--- src/rtl/mem_data_path_rr.sv ---
// N-channel processor-to-memory read path.
// Each channel holds one outstanding read. Captured requests are granted
// round-robin into a tagged FIFO, issued one at a time to a shared memory
// port, and the returned word is routed back by tag with a one-cycle done.
//
// Handshakes:
//   channel side: a request transfers at a rising edge where
//     i_ch_ce[i] && o_ch_ready[i]. i_ch_ce while not ready is ignored.
//   memory side: o_mem_ce and o_mem_addr stay stable until an edge where
//     i_mem_valid is high; that edge consumes i_mem_data. i_mem_valid may
//     be combinational from o_mem_ce/o_mem_addr.
module mem_data_path_rr #(
  parameter int NUM_CH     = 4,
  parameter int ADDR_W     = 8,
  parameter int DATA_W     = 32,
  parameter int FIFO_DEPTH = 4,
  parameter int ID_W       = $clog2(NUM_CH)
) (
  input  logic                       clk,
  input  logic                       rst,
  input  logic [ADDR_W-1:0]          i_base_addr,
  input  logic [NUM_CH-1:0]          i_ch_ce,
  input  logic [NUM_CH*ADDR_W-1:0]   i_ch_addr,
  output logic [NUM_CH-1:0]          o_ch_ready,
  output logic [NUM_CH*DATA_W-1:0]   o_ch_data,
  output logic [NUM_CH-1:0]          o_ch_done,
  output logic                       o_mem_ce,
  output logic [ADDR_W-1:0]          o_mem_addr,
  input  logic                       i_mem_valid,
  input  logic [DATA_W-1:0]          i_mem_data,
  output logic                       o_dbg_busy
);

  localparam int PTR_W = $clog2(FIFO_DEPTH);
  localparam int CNT_W = $clog2(FIFO_DEPTH + 1);

  // The FIFO must be able to hold one entry per channel so a grant is never lost.
  if (FIFO_DEPTH < NUM_CH) begin : g_depth_check
    $error("mem_data_path_rr: FIFO_DEPTH must be >= NUM_CH");
  end

  typedef enum logic {ST_IDLE = 1'b0, ST_BUSY = 1'b1} state_t;

  state_t              r_state;
  state_t              w_state_nxt;
  logic [NUM_CH-1:0]   r_pending;
  logic [NUM_CH-1:0]   r_queued;
  logic [ADDR_W-1:0]   r_addr_lat [NUM_CH];
  logic [ID_W-1:0]     r_rr_ptr;
  logic [ID_W-1:0]     r_fifo_id   [FIFO_DEPTH];
  logic [ADDR_W-1:0]   r_fifo_addr [FIFO_DEPTH];
  logic [PTR_W-1:0]    r_wr_ptr;
  logic [PTR_W-1:0]    r_rd_ptr;
  logic [CNT_W-1:0]    r_count;
  logic [ADDR_W-1:0]   r_mem_addr;
  logic [ID_W-1:0]     r_cur_id;
  logic [DATA_W-1:0]   r_ch_data [NUM_CH];
  logic [NUM_CH-1:0]   r_ch_done;

  logic [NUM_CH-1:0]   w_req;
  logic                w_grant_vld;
  logic [ID_W-1:0]     w_grant_id;
  logic                w_full;
  logic                w_empty;
  logic                w_push;
  logic                w_pop;
  logic                w_complete;

  function automatic logic [PTR_W-1:0] ptr_inc(input logic [PTR_W-1:0] p);
    if (p == PTR_W'(FIFO_DEPTH - 1)) return '0;
    return p + 1'b1;
  endfunction

  assign w_req   = r_pending & ~r_queued;
  assign w_full  = (r_count == CNT_W'(FIFO_DEPTH));
  assign w_empty = (r_count == '0);
  assign w_push  = w_grant_vld && !w_full;

  // Round-robin grant: nearest requester after r_rr_ptr, wrapping around.
  always_comb begin
    logic [ID_W-1:0] v_idx;
    w_grant_vld = 1'b0;
    w_grant_id  = '0;
    v_idx       = '0;
    for (int k = NUM_CH; k >= 1; k--) begin
      v_idx = ID_W'((int'(r_rr_ptr) + k) % NUM_CH);
      if (w_req[v_idx]) begin
        w_grant_vld = 1'b1;
        w_grant_id  = v_idx;
      end
    end
  end

  // Channel capture and in-flight bookkeeping; completion releases the channel.
  always_ff @(posedge clk or posedge rst) begin
    if (rst) begin
      r_pending <= '0;
      r_queued  <= '0;
      for (int i = 0; i < NUM_CH; i++) r_addr_lat[i] <= '0;
    end else begin
      for (int i = 0; i < NUM_CH; i++) begin
        if (i_ch_ce[i] && !r_pending[i]) begin
          r_pending[i]  <= 1'b1;
          r_addr_lat[i] <= i_ch_addr[i*ADDR_W +: ADDR_W];
        end else if (w_complete && r_cur_id == ID_W'(i)) begin
          r_pending[i] <= 1'b0;
        end
        if (w_push && w_grant_id == ID_W'(i)) begin
          r_queued[i] <= 1'b1;
        end else if (w_complete && r_cur_id == ID_W'(i)) begin
          r_queued[i] <= 1'b0;
        end
      end
    end
  end

  // Round-robin pointer follows the last channel pushed.
  always_ff @(posedge clk or posedge rst) begin
    if (rst) r_rr_ptr <= '0;
    else if (w_push) r_rr_ptr <= w_grant_id;
  end

  // Request FIFO storage; contents are only meaningful below r_count.
  always_ff @(posedge clk) begin
    if (w_push) begin
      r_fifo_id[r_wr_ptr]   <= w_grant_id;
      r_fifo_addr[r_wr_ptr] <= r_addr_lat[w_grant_id];
    end
  end

  // Request FIFO pointers and occupancy.
  always_ff @(posedge clk or posedge rst) begin
    if (rst) begin
      r_wr_ptr <= '0;
      r_rd_ptr <= '0;
      r_count  <= '0;
    end else begin
      if (w_push) r_wr_ptr <= ptr_inc(r_wr_ptr);
      if (w_pop)  r_rd_ptr <= ptr_inc(r_rd_ptr);
      if (w_push && !w_pop)      r_count <= r_count + 1'b1;
      else if (!w_push && w_pop) r_count <= r_count - 1'b1;
    end
  end

  // Issue FSM state register.
  always_ff @(posedge clk or posedge rst) begin
    if (rst) r_state <= ST_IDLE;
    else     r_state <= w_state_nxt;
  end

  // Issue FSM next state: pop in IDLE, wait for mem_valid in BUSY.
  always_comb begin
    w_state_nxt = r_state;
    w_pop       = 1'b0;
    w_complete  = 1'b0;
    case (r_state)
      ST_IDLE: begin
        if (!w_empty) begin
          w_pop       = 1'b1;
          w_state_nxt = ST_BUSY;
        end
      end
      ST_BUSY: begin
        if (i_mem_valid) begin
          w_complete  = 1'b1;
          w_state_nxt = ST_IDLE;
        end
      end
      default: w_state_nxt = ST_IDLE;
    endcase
  end

  // Memory address and tag are registered at pop; base_addr is sampled here.
  always_ff @(posedge clk or posedge rst) begin
    if (rst) begin
      r_mem_addr <= '0;
      r_cur_id   <= '0;
    end else if (w_pop) begin
      r_mem_addr <= i_base_addr + r_fifo_addr[r_rd_ptr];
      r_cur_id   <= r_fifo_id[r_rd_ptr];
    end
  end

  // Return path: route the word by tag and pulse that channel's done.
  always_ff @(posedge clk or posedge rst) begin
    if (rst) begin
      r_ch_done <= '0;
      for (int i = 0; i < NUM_CH; i++) r_ch_data[i] <= '0;
    end else begin
      r_ch_done <= '0;
      if (w_complete) begin
        r_ch_data[r_cur_id] <= i_mem_data;
        r_ch_done[r_cur_id] <= 1'b1;
      end
    end
  end

  for (genvar g = 0; g < NUM_CH; g++) begin : g_out
    assign o_ch_data[g*DATA_W +: DATA_W] = r_ch_data[g];
  end

  assign o_ch_ready = ~r_pending;
  assign o_ch_done  = r_ch_done;
  assign o_mem_ce   = (r_state == ST_BUSY);
  assign o_mem_addr = r_mem_addr;
  assign o_dbg_busy = (r_state == ST_BUSY);

endmodule

--- config.mk ---
export PLATFORM = sky130hd
export DESIGN_NAME = mem_data_path_rr
export DESIGN_NICKNAME = d
export VERILOG_FILES = /design/src/rtl/mem_data_path_rr.sv
export SDC_FILE = /design/constraint.sdc
export NUM_CORES = 1
export LEC_CHECK = 0
export BUFFER_PORTS_ARGS = -buffer_cell sky130_fd_sc_hd__buf_4
export CORE_ASPECT_RATIO = 2
export CORE_MARGIN = 1
export CORE_UTILIZATION = 50
export DETAILED_ROUTE_END_ITERATION = 8
export PLACE_DENSITY_LB_ADDON = 0.2
export SLEW_MARGIN = 20
export SYNTH_ARGS = -nofsm -noshare
export SYNTH_HDL_FRONTEND = slang
export SYNTH_SLANG_ARGS = --single-unit
export TNS_END_PERCENT = 30
--- constraint.sdc ---
create_clock -name clk -period 8.9 [get_ports clk]
set_input_delay 1.78 -clock clk [delete_from_list [all_inputs] [get_ports clk]]
set_output_delay 1.78 -clock clk [all_outputs]
set_load 0.01 [all_outputs]
==> run_results.csv, run 1 <==
group,metric,value,unit
detailed_routing,drt_iter0_drc,188,
pwr,power,0.00501,W
synth,syn_inst,647,
cts,clockBufferDepth,3,
critical_path,path_class,"register to register",
global_route,grt_start_max_net_pins,106,
synth,synth_top_area_frac,0.513,
detailed_routing,vias,5881,
global_route,overflow,0,
cells_and_area,layout_commonest_cell,"buf_4",
synth,synth-seq-area-share,0.641,
detailed_routing,postRouteWirelength,20.6,mm
timing,setup-tns-final,0,ns
timing,finalCriticalPeriod,3.11,ns
job,max_cap_violations,0,
cts,postCtsSetupBuffers,0,
cts,clk_latency,0.49,ns
timing,finClkSkew,0.00854,ns
cells_and_area,antennaDiodeCount,0,
detailed_routing,routedWlPerCell,18.8,um
floorplanning,die_width,98.8,um
floorplanning,ios,225,
synth,syn_avg_cell_area,14.5,um2
synth,ys_warn_count,0,
timing,hold_viol,0,
synth,yosys.area.top_type,"dfrtp_1",
floorplanning,rows,70,
detailed_routing,drc,0,
detailed_routing,drt-vias-per-instance,5.35,
cts,cts_made_buffers,20,
critical_path,crit_chain,"mux4_2 > ha_1 > fa_1 > a21o_1 > a31o_2 > a21oi_1 > xor2_1 > o21ai_0",
cts,root_buffer,"clkbuf_16",
cells_and_area,nFillCells,1344,
global_route,grt_pass1_vias,6223,
critical_path,critPathLaunchType,"register",
synth,synth_nets,741,
cells_and_area,nNetsFinal,963,
synth,ys.flop_type,"dfrtp_1",
timing,rsz0062_at_grt,"false",
cts,htreeDepth,1,
cells_and_area,syn_to_final_growth,26.9,%
timing,finalSetupViolCount,0,
timing,max_freq,0.322,GHz
floorplanning,die_h,196,um
cts,clk_pin_slew_worst_paths,0.07,ns
critical_path,crit_required,9.26,ns
place,dp_hpwl,15.1,mm
floorplanning,initial_core_util,0.512,
global_route,antenna_found_initial,0,
global_route,grt_pass1_wl,32.9,mm
pwr,max-vdd-ir-drop,0.000235,V
pwr,power_leakage,5.62,nW
floorplanning,die-area,0.0193,mm2
cts,cts_resized,0,
critical_path,worstPathArrival,3.47,ns
pwr,powerDensity,421,mW/mm2
synth,async_flop_share,0.828,
critical_path,crit_fanout,13,
min_path,hold_class,"register to register",
cells_and_area,multi_input_area,0.00316,mm2
cells_and_area,seqCellArea,0.00601,mm2
cts,hold_buffers,0,
global_route,grt_usage,0.220,
cts,tritoncts,"done",
synth,synthTopCellsByArea,"dfrtp_1 51%, mux2_2 16%, edfxtp_1 13%, nand2_1 4.5%, mux2i_1 2.7%",
floorplanning,core,0.0183,mm2
timing,slew-limit-headroom,0.292,
cts,clock-sinks,232,
cells_and_area,mostFrequentLayoutCells,"227 x buf_4, 192 x dfrtp_1, 132 x mux2_2",
place,numPortBuffers,224,
timing,slew_viol_final,0,
critical_path,end_kind,"register",
synth,ys_types,47,
detailed_routing,first_pass_iters,4,
status,status,"complete, no violations",
place,gp_congestion,0.842,
synth,ys_ff_latch,232,
cells_and_area,layout-drive-gt1-share,0.470,
timing,fin_crit_sh,0.349,
detailed_routing,postRouteAntennaNets,0,
synth,synth_edf_count,40,
timing,worst_pin_slew,1.06,ns
synth,syn-cell-area,0.00936,mm2
critical_path,max_stage_delay,0.81,ns
critical_path,cpMaxStageDelayCell,"dfrtp_1",
==> area by class of cell <==
type	count	share of cell area
Inverter	13	0.00474
Clock buffer	26	0.0476
Timing Repair Buffer	228	0.144
Clock inverter	10	0.00937
Sequential cell	232	0.505
Tap cell	216	0.0227
Multi-Input combinational cell	374	0.266
==> registers in the layout, indices dropped and copies added (netlist names) <==
name	count
o_ch_data	128
r_addr_lat	32
r_fifo_addr	32
o_mem_addr	8
r_fifo_id	8
o_ch_done	4
r_pending	4
r_queued	4
r_count	3
r_cur_id	2
r_rd_ptr	2
r_rr_ptr	2
r_wr_ptr	2
o_dbg_busy	1
==> cell families (layout without fill, tap and decap cells) <==
kind of cell,Yosys count,count (layout),share of synthesized area
AOI/OAI and AO/OA,38,38,0.0279
xor gates and xnor gates,10,10,0.00935
adders and majority gates,15,15,0.0216
buffers and inverters,41,277,0.0218
DFF,232,232,0.641
muxes,170,170,0.213
and+or+nand+nor,141,141,0.0648
==> power by group <==
part	switching, W	leakage, nW	internal [W]
registers	0.000307	2.67	0.00171
clock network	0.000376	0.329	0.000511
logic	0.00102	2.62	0.00109
==> per-layer routing <==
layer  track usage  part of all wire  vias to the layer above
met5             0                 0                        -
met4         0.102             0.043                        0
met3        0.0265             0.039                       44
met2         0.419              0.57                      195
met1         0.236              0.35                     2956
li1              -                 -                     2686
==> synthesized netlist by cell type, types with 2 or more instances <==
cell      instances
clkbuf_1          9
nor2b_1           6
a32o_1            2
nor2b_4           2
nand2_1         113
xor2_1            6
a21oi_1           6
o21bai_1          2
ha_1             13
a21o_1            7
nor3_1            2
o21ai_0           9
fa_1              2
edfxtp_1         40
xnor2_1           4
mux4_2           10
mux2i_1          25
nor2_1            7
and2_1            4
mux2_2          132
buf_2            16
mux2_1            3
dfrtp_1         192
inv_1            12
==> path summary, 6_finish.rpt <==
check	from	to	slack, ns	cells past startpoint
worst max-delay path	r_rd_ptr[0]$_DFFE_PP0P_	o_mem_addr[6]$_DFFE_PP0P_	5.79	8
worst min-delay path	o_ch_data[107]$_DFFE_PP0P_	o_ch_data[107]$_DFFE_PP0P_	0.48	2
worst max register to register	r_rd_ptr[0]$_DFFE_PP0P_	o_mem_addr[6]$_DFFE_PP0P_	5.79	8
worst min register to register	o_ch_data[107]$_DFFE_PP0P_	o_ch_data[107]$_DFFE_PP0P_	0.48	2
max in group asynchronous	rst	o_ch_data[67]$_DFFE_PP0P_	6.09	3
min in group asynchronous	rst	o_mem_addr[0]$_DFFE_PP0P_	1.46	2
==> metrics by stage <==
| step | cells | cell area [um2] | worst slack (ns) | utilization | hold WS (ns) |
|---|---|---|---|---|---|
| 6_report | 1099 | 11900 | 5.79 | 0.649 | 0.476 |
| 5_1_grt | 1099 | 11900 | 5.60 | 0.649 | 0.506 |
| 4_1_cts | 1099 | 11900 | 5.65 | 0.649 | 0.480 |
| 3_5_place_dp | 1063 | 11200 | 5.13 | 0.612 | 0.463 |
| 3_3_place_gp | 1063 | 11200 | 5.22 | 0.612 | 0.463 |
| 2_1_floorplan | 647 | 9360 | 1.89 | - | 0.450 |
==> worst max-delay path, delay by kind of cell (launching register included) <==
family | cells | cell delay [ns]
compound gates | 4 | 0.71
xor+xnor | 1 | 0.17
fa+ha+maj | 2 | 0.67
flops | 1 | 0.81
mux | 1 | 0.63
Note: power is estimated with default switching activity, not from simulation.
==> run 2: changes to the inputs <==
--- a/config.mk
+++ b/config.mk
@@ -8,7 +8,7 @@
 export BUFFER_PORTS_ARGS = -buffer_cell sky130_fd_sc_hd__buf_4
 export CORE_ASPECT_RATIO = 2
 export CORE_MARGIN = 1
-export CORE_UTILIZATION = 50
+export CORE_UTILIZATION = 48
 export DETAILED_ROUTE_END_ITERATION = 8
 export PLACE_DENSITY_LB_ADDON = 0.2
 export SLEW_MARGIN = 20
==> constraint.sdc (replaced) <==
create_clock -name clk -period 2.52 [get_ports clk]
set_input_delay 0.504 -clock clk [delete_from_list [all_inputs] [get_ports clk]]
set_output_delay 0.504 -clock clk [all_outputs]
set_load 0.01 [all_outputs]
==> run_results.csv, run 2 (synthesis gave the netlist of run 1 again) <==
group,metric,value,unit
status,status,"complete, no violations",
timing,finClkSkew,0.0138,ns
critical_path,crit_chain,"mux4_2 > ha_2 > fa_2 > a21o_1 > a31o_2 > a21oi_2 > xor2_1 > o21ai_1",
timing,slew-limit-headroom,0.440,
cts,htreeDepth,1,
cts,tritoncts,"done",
cts,clockBufferDepth,3,
detailed_routing,drt-vias-per-instance,5.14,
place,dp_slack,-0.0173,ns
detailed_routing,postRouteWirelength,21.6,mm
cells_and_area,nFillCells,1490,
critical_path,worstPathArrival,2.76,ns
global_route,grt_start_max_net_pins,41,
critical_path,r2r-start,"r_rd_ptr[0]$_DFFE_PP0P_",
pwr,powerDensity,1460,mW/mm2
cells_and_area,largest_reg_flops,128,
timing,rsz0062_at_grt,"true",
floorplanning,die_width,101,um
floorplanning,die-area,0.0201,mm2
critical_path,worst-r2r-setup-slack,0.14,ns
critical_path,startpoint,"r_rd_ptr[0]$_DFFE_PP0P_",
critical_path,crit_fanout,3,
pwr,max-vdd-ir-drop,0.000850,V
cells_and_area,antennaDiodeCount,0,
timing,slew_viol_final,0,
detailed_routing,drc,0,
floorplanning,core,0.0189,mm2
cells_and_area,mostFrequentLayoutCells,"250 x buf_4, 191 x dfrtp_1, 132 x mux2_2",
floorplanning,initial_core_util,0.495,
cells_and_area,fin_area,0.0122,mm2
detailed_routing,first_pass_iters,4,
place,gp_congestion,0.803,
cts,clk_latency,0.49,ns
timing,setup_slack,0.136,ns
place,dp_hpwl,16.4,mm
detailed_routing,routedWlPerCell,18.6,um
timing,whs,0.121,ns
critical_path,crit_required,2.89,ns
place,placedInstanceArea,0.0115,mm2
timing,hold_viol,0,
timing,finalSetupViolCount,0,
global_route,antenna_found_initial,0,
cells_and_area,nNetsFinal,991,
critical_path,end_kind,"register",
cells_and_area,layout-drive-gt1-share,0.485,
global_route,grt_usage,0.221,
cts,clock-sinks,232,
timing,finalCriticalPeriod,2.38,ns
critical_path,path_class,"register to register",
critical_path,cpMaxStageDelayCell,"mux4_2",
floorplanning,ios,225,
global_route,overflow,0,
pwr,power_leakage,5.75,nW
floorplanning,die_h,200,um
critical_path,critPathLaunchType,"register",
cts,hold_buffers,0,
cts,cts_made_buffers,20,
timing,max_freq,0.419,GHz
critical_path,reg2regPathDepth,8,
critical_path,max_stage_delay,0.51,ns
critical_path,reg2reg_to,"o_mem_addr[6]$_DFFE_PP0P_",
cts,clk_pin_slew_worst_paths,0.07,ns
job,max_cap_violations,0,
timing,fin_crit_sh,0.946,
global_route,grt_pass1_wl,34.1,mm
floorplanning,rows,71,
place,numPortBuffers,224,
cells_and_area,syn_to_final_growth,29.8,%
cells_and_area,layout_commonest_cell,"buf_4",
cts,root_buffer,"clkbuf_16",
timing,worst_pin_slew,0.837,ns
detailed_routing,postRouteAntennaNets,0,
detailed_routing,drt_iter0_drc,129,
global_route,grt_pass1_vias,6580,
detailed_routing,vias,5988,
min_path,hold_class,"input port to asynchronous set/reset pin",
## run 2: cell types whose count changed in the layout (fill, tap and decap cells not counted), moves of 2 or more
cell / change
clkinvlp_4: -2
bufinv_16: -2
inv_6: -2
buf_12: +5
clkbuf_1: +7
buf_4: +23
## run 2: routing by layer
layer  part of all wire  up-vias  global-route usage
li1                   -     2755                   -
met1               0.34     2992               0.230
met2               0.58      196               0.433
met3              0.047       45              0.0301
met4              0.036        0              0.0913
met5                  0        -                   0
## run 2: area by class of cell
| class | instances | area (um2) | share of cell area |
|---|---|---|---|
| Tap cell | 255 | 319 | 0.0262 |
| Sequential cell | 232 | 6010 | 0.494 |
| Multi-Input combinational cell | 374 | 3180 | 0.262 |
| Timing Repair Buffer | 256 | 1990 | 0.164 |
| Clock inverter | 4 | 20.0 | 0.00165 |
| Clock buffer | 32 | 587 | 0.0483 |
| Inverter | 13 | 55.1 | 0.00453 |
## run 2: worst max path at each step
stage,end,slack [ns],depth (start not counted)
detailed placement,o_mem_addr[7]$_DFFE_PP0P_,-0.02,8
global placement,o_mem_addr[6]$_DFFE_PP0P_,0.03,8
CTS,o_mem_addr[6]$_DFFE_PP0P_,0.01,8
finish,o_mem_addr[6]$_DFFE_PP0P_,0.14,8
floorplan,o_ch_data[0]$_DFFE_PP0P_,-0.46,1
global route,o_mem_addr[5]$_DFFE_PP0P_,-0.002,8
## run 2: through the flow
stage | cells | TNS [ns] | util | power (W)
after CTS | 1166 | 0 | 0.642 | 0.0180
final | 1166 | 0 | 0.642 | 0.0178
after detailed placement | 1130 | -0.0247 | 0.609 | 0.0150
after global placement | 1130 | 0 | 0.609 | 0.0146
after floorplan | 647 | -88.61 | - | 0.0116
after global routing | 1166 | -0.00233 | 0.642 | 0.0189
## run 2: worst max-delay path: cells and delay by family, from the launching register on
family,cells,cell delay (ns)
multiplexers,1,0.51
XOR/XNOR,1,0.15
adder cells (fa/ha/maj),2,0.54
flip-flops,1,0.41
AO/OA/AOI/OAI,4,0.66
## run 2: timing repair
| action | 4_1_cts | 5_1_grt |
|---|---|---|
| setup endpoints to repair | 2 | 3 |
| buffers inserted | 0 | 0 |
| pin swaps | 0 | 1 |
| hold endpoints to repair | 0 | 0 |
| gates resized for setup | 2 | 6 |
## run 2: where the power goes
part | total (W) | switching (W) | internal, W
logic | 0.00784 | 0.00374 | 0.00410
registers | 0.00706 | 0.00102 | 0.00604
clock network | 0.00289 | 0.00129 | 0.00160
==> run 3: changes to the inputs <==
--- a/config.mk
+++ b/config.mk
@@ -8,7 +8,8 @@
 export BUFFER_PORTS_ARGS = -buffer_cell sky130_fd_sc_hd__buf_4
 export CORE_ASPECT_RATIO = 2
 export CORE_MARGIN = 1
-export CORE_UTILIZATION = 48
+export CORE_UTILIZATION = 50
+export CTS_BUF_LIST = sky130_fd_sc_hd__clkbuf_8
 export DETAILED_ROUTE_END_ITERATION = 8
 export PLACE_DENSITY_LB_ADDON = 0.2
 export SLEW_MARGIN = 20
==> run_results.csv, run 3 (synthesis gave the netlist of run 1 again) <==
group,metric,value,unit
cts,clock-sinks,232,
cts,cts_made_buffers,31,
min_path,hold_class,"input port to register",
global_route,grt_pass1_vias,6654,
cts,clk_pin_slew_worst_paths,0.07,ns
cts,tritoncts,"done",
cts,root_buffer,"clkbuf_8",
global_route,grt_pass1_wl,34.2,mm
floorplanning,initial_core_util,0.512,
floorplanning,ios,225,
cts,clk_latency,0.57,ns
cells_and_area,largest_reg_flops,128,
timing,setup-tns-final,0,ns
detailed_routing,postRouteWirelength,21.5,mm
cells_and_area,antennaDiodeCount,0,
detailed_routing,drt-vias-per-instance,5.33,
timing,whs,0.130,ns
cells_and_area,syn_to_final_growth,29.3,%
floorplanning,rows,70,
pwr,power,0.0178,W
global_route,grt_start_max_net_pins,85,
critical_path,crit_required,2.96,ns
status,status,"complete, no violations",
place,numPortBuffers,224,
global_route,overflow,0,
floorplanning,die-area,0.0193,mm2
floorplanning,die_h,196,um
pwr,cell_internal_pwr,0.0116,W
pwr,power_leakage,5.78,nW
timing,slew-limit-headroom,0.461,
global_route,antenna_found_initial,0,
cells_and_area,nFillCells,1398,
timing,fin_crit_sh,0.968,
timing,max_freq,0.410,GHz
pwr,power.share.sequential,0.395,
critical_path,worstPathArrival,2.88,ns
detailed_routing,drt_iter0_drc,154,
detailed_routing,drc,0,
place,gp_congestion,0.856,
critical_path,crit_fanout,5,
pwr,power_frac_comb,0.460,
timing,hold_viol,0,
timing,finalSetupViolCount,0,
detailed_routing,routedWlPerCell,18.8,um
floorplanning,core,0.0183,mm2
cells_and_area,nNetsFinal,1003,
cts,clockBufferDepth,3,
job,max_cap_violations,0,
detailed_routing,first_pass_iters,4,
timing,finClkSkew,0.0291,ns
global_route,grt_usage,0.228,
timing,worst_pin_slew,0.805,ns
timing,finalCriticalPeriod,2.44,ns
detailed_routing,postRouteAntennaNets,0,
critical_path,end_kind,"register",
floorplanning,die_width,98.8,um
pwr,p_sw,0.00621,W
timing,rsz0062_at_grt,"true",
critical_path,critPathLaunchType,"register",
pwr,sw_frac_of_total,0.349,
place,dp_hpwl,15.8,mm
cells_and_area,layout_commonest_cell,"buf_4",
pwr,max-vdd-ir-drop,0.000865,V
pwr,powerDensity,1470,mW/mm2
critical_path,path_class,"register to register",
timing,slew_viol_final,0,
cts,htreeDepth,1,
cells_and_area,layout-drive-gt1-share,0.488,
cells_and_area,mostFrequentLayoutCells,"249 x buf_4, 192 x dfrtp_1, 132 x mux2_2",
detailed_routing,vias,6107,
pwr,power_frac_clock,0.144,
==> run 3: cell count changes in the layout (fill, tap and decap cells not counted), sizes merged <==
cell	before	now
inv	12	23
clkinv	4	7
clkinvlp	1	2
dlygate4sd3	0	1
clkbuf	32	35
==> run 3: layout make-up <==
| cell class | count | area (um2) | share of cell area |
|---|---|---|---|
| flip-flops and latches | 232 | 6010 | 0.496 |
| repair buffers | 257 | 2000 | 0.165 |
| well taps | 216 | 270 | 0.0223 |
| inverters | 13 | 55.1 | 0.00455 |
| clock buffers | 35 | 482 | 0.0398 |
| multi-input cells | 374 | 3220 | 0.266 |
| clock inverters | 19 | 77.6 | 0.00641 |
==> run 3: metrics by stage <==
| step | utilization | instances | worst slack, ns | instance area, um2 |
|---|---|---|---|---|
| floorplan | - | 647 | -0.460 | 9370 |
| global placement | 0.626 | 1088 | 0.0482 | 11500 |
| detailed placement | 0.626 | 1088 | -0.0204 | 11500 |
| CTS | 0.657 | 1143 | 0.0103 | 12000 |
| global route | 0.661 | 1146 | -0.0591 | 12100 |
| finish | 0.661 | 1146 | 0.0803 | 12100 |
==> run 3: worst paths after layout <==
check	start	depth (start not counted)	to	slack [ns]
min	i_mem_valid	2	o_dbg_busy$_DFF_PP0_	0.13
max reg2reg	r_rd_ptr[0]$_DFFE_PP0P_	8	o_mem_addr[7]$_DFFE_PP0P_	0.08
min in group asynchronous	rst	3	o_ch_data[124]$_DFFE_PP0P_	0.49
max in group asynchronous	rst	4	o_ch_data[96]$_DFFE_PP0P_	1.26
max	r_rd_ptr[0]$_DFFE_PP0P_	8	o_mem_addr[7]$_DFFE_PP0P_	0.08
min reg2reg	o_ch_data[103]$_DFFE_PP0P_	2	o_ch_data[103]$_DFFE_PP0P_	0.48
==> run 3: critical path: stages, from the launching register on <==
cell      delay [ns]
dfrtp_1         0.40
buf_6           0.15
mux4_2          0.56
ha_4            0.25
a211oi_2        0.18
o21bai_1        0.13
o41ai_2         0.39
xnor2_1         0.17
o21ai_1         0.07
==> run 3: repair_timing <==
| action | in CTS | in global routing |
|---|---|---|
| hold buffers | 1 | 0 |
| setup endpoints to repair | 2 | 2 |
| pin swaps | 0 | 9 |
| resized for setup | 3 | 9 |
| setup buffers | 0 | 3 |
| endpoints found under the hold margin | 11 | 0 |
==> run 3: routing by layer <==
layer,global-route usage,part of all wire,vias to the layer above,wire [um]
met1,0.230,0.34,3048,7290
met3,0.0319,0.048,51,1030
met2,0.442,0.56,224,12100
li1,-,-,2784,-
met4,0.118,0.050,0,1080
met5,0,0,-,0
==> run 3: power groups by stage <==
stage	Combinational (W)	Clock (W)	Sequential (W)
floorplan	0.00416	0	0.00740
global placement	0.00773	0	0.00700
detailed placement	0.00806	0	0.00712
CTS	0.00811	0.00263	0.00705
global route	0.00883	0.00280	0.00725
finish	0.00819	0.00257	0.00704
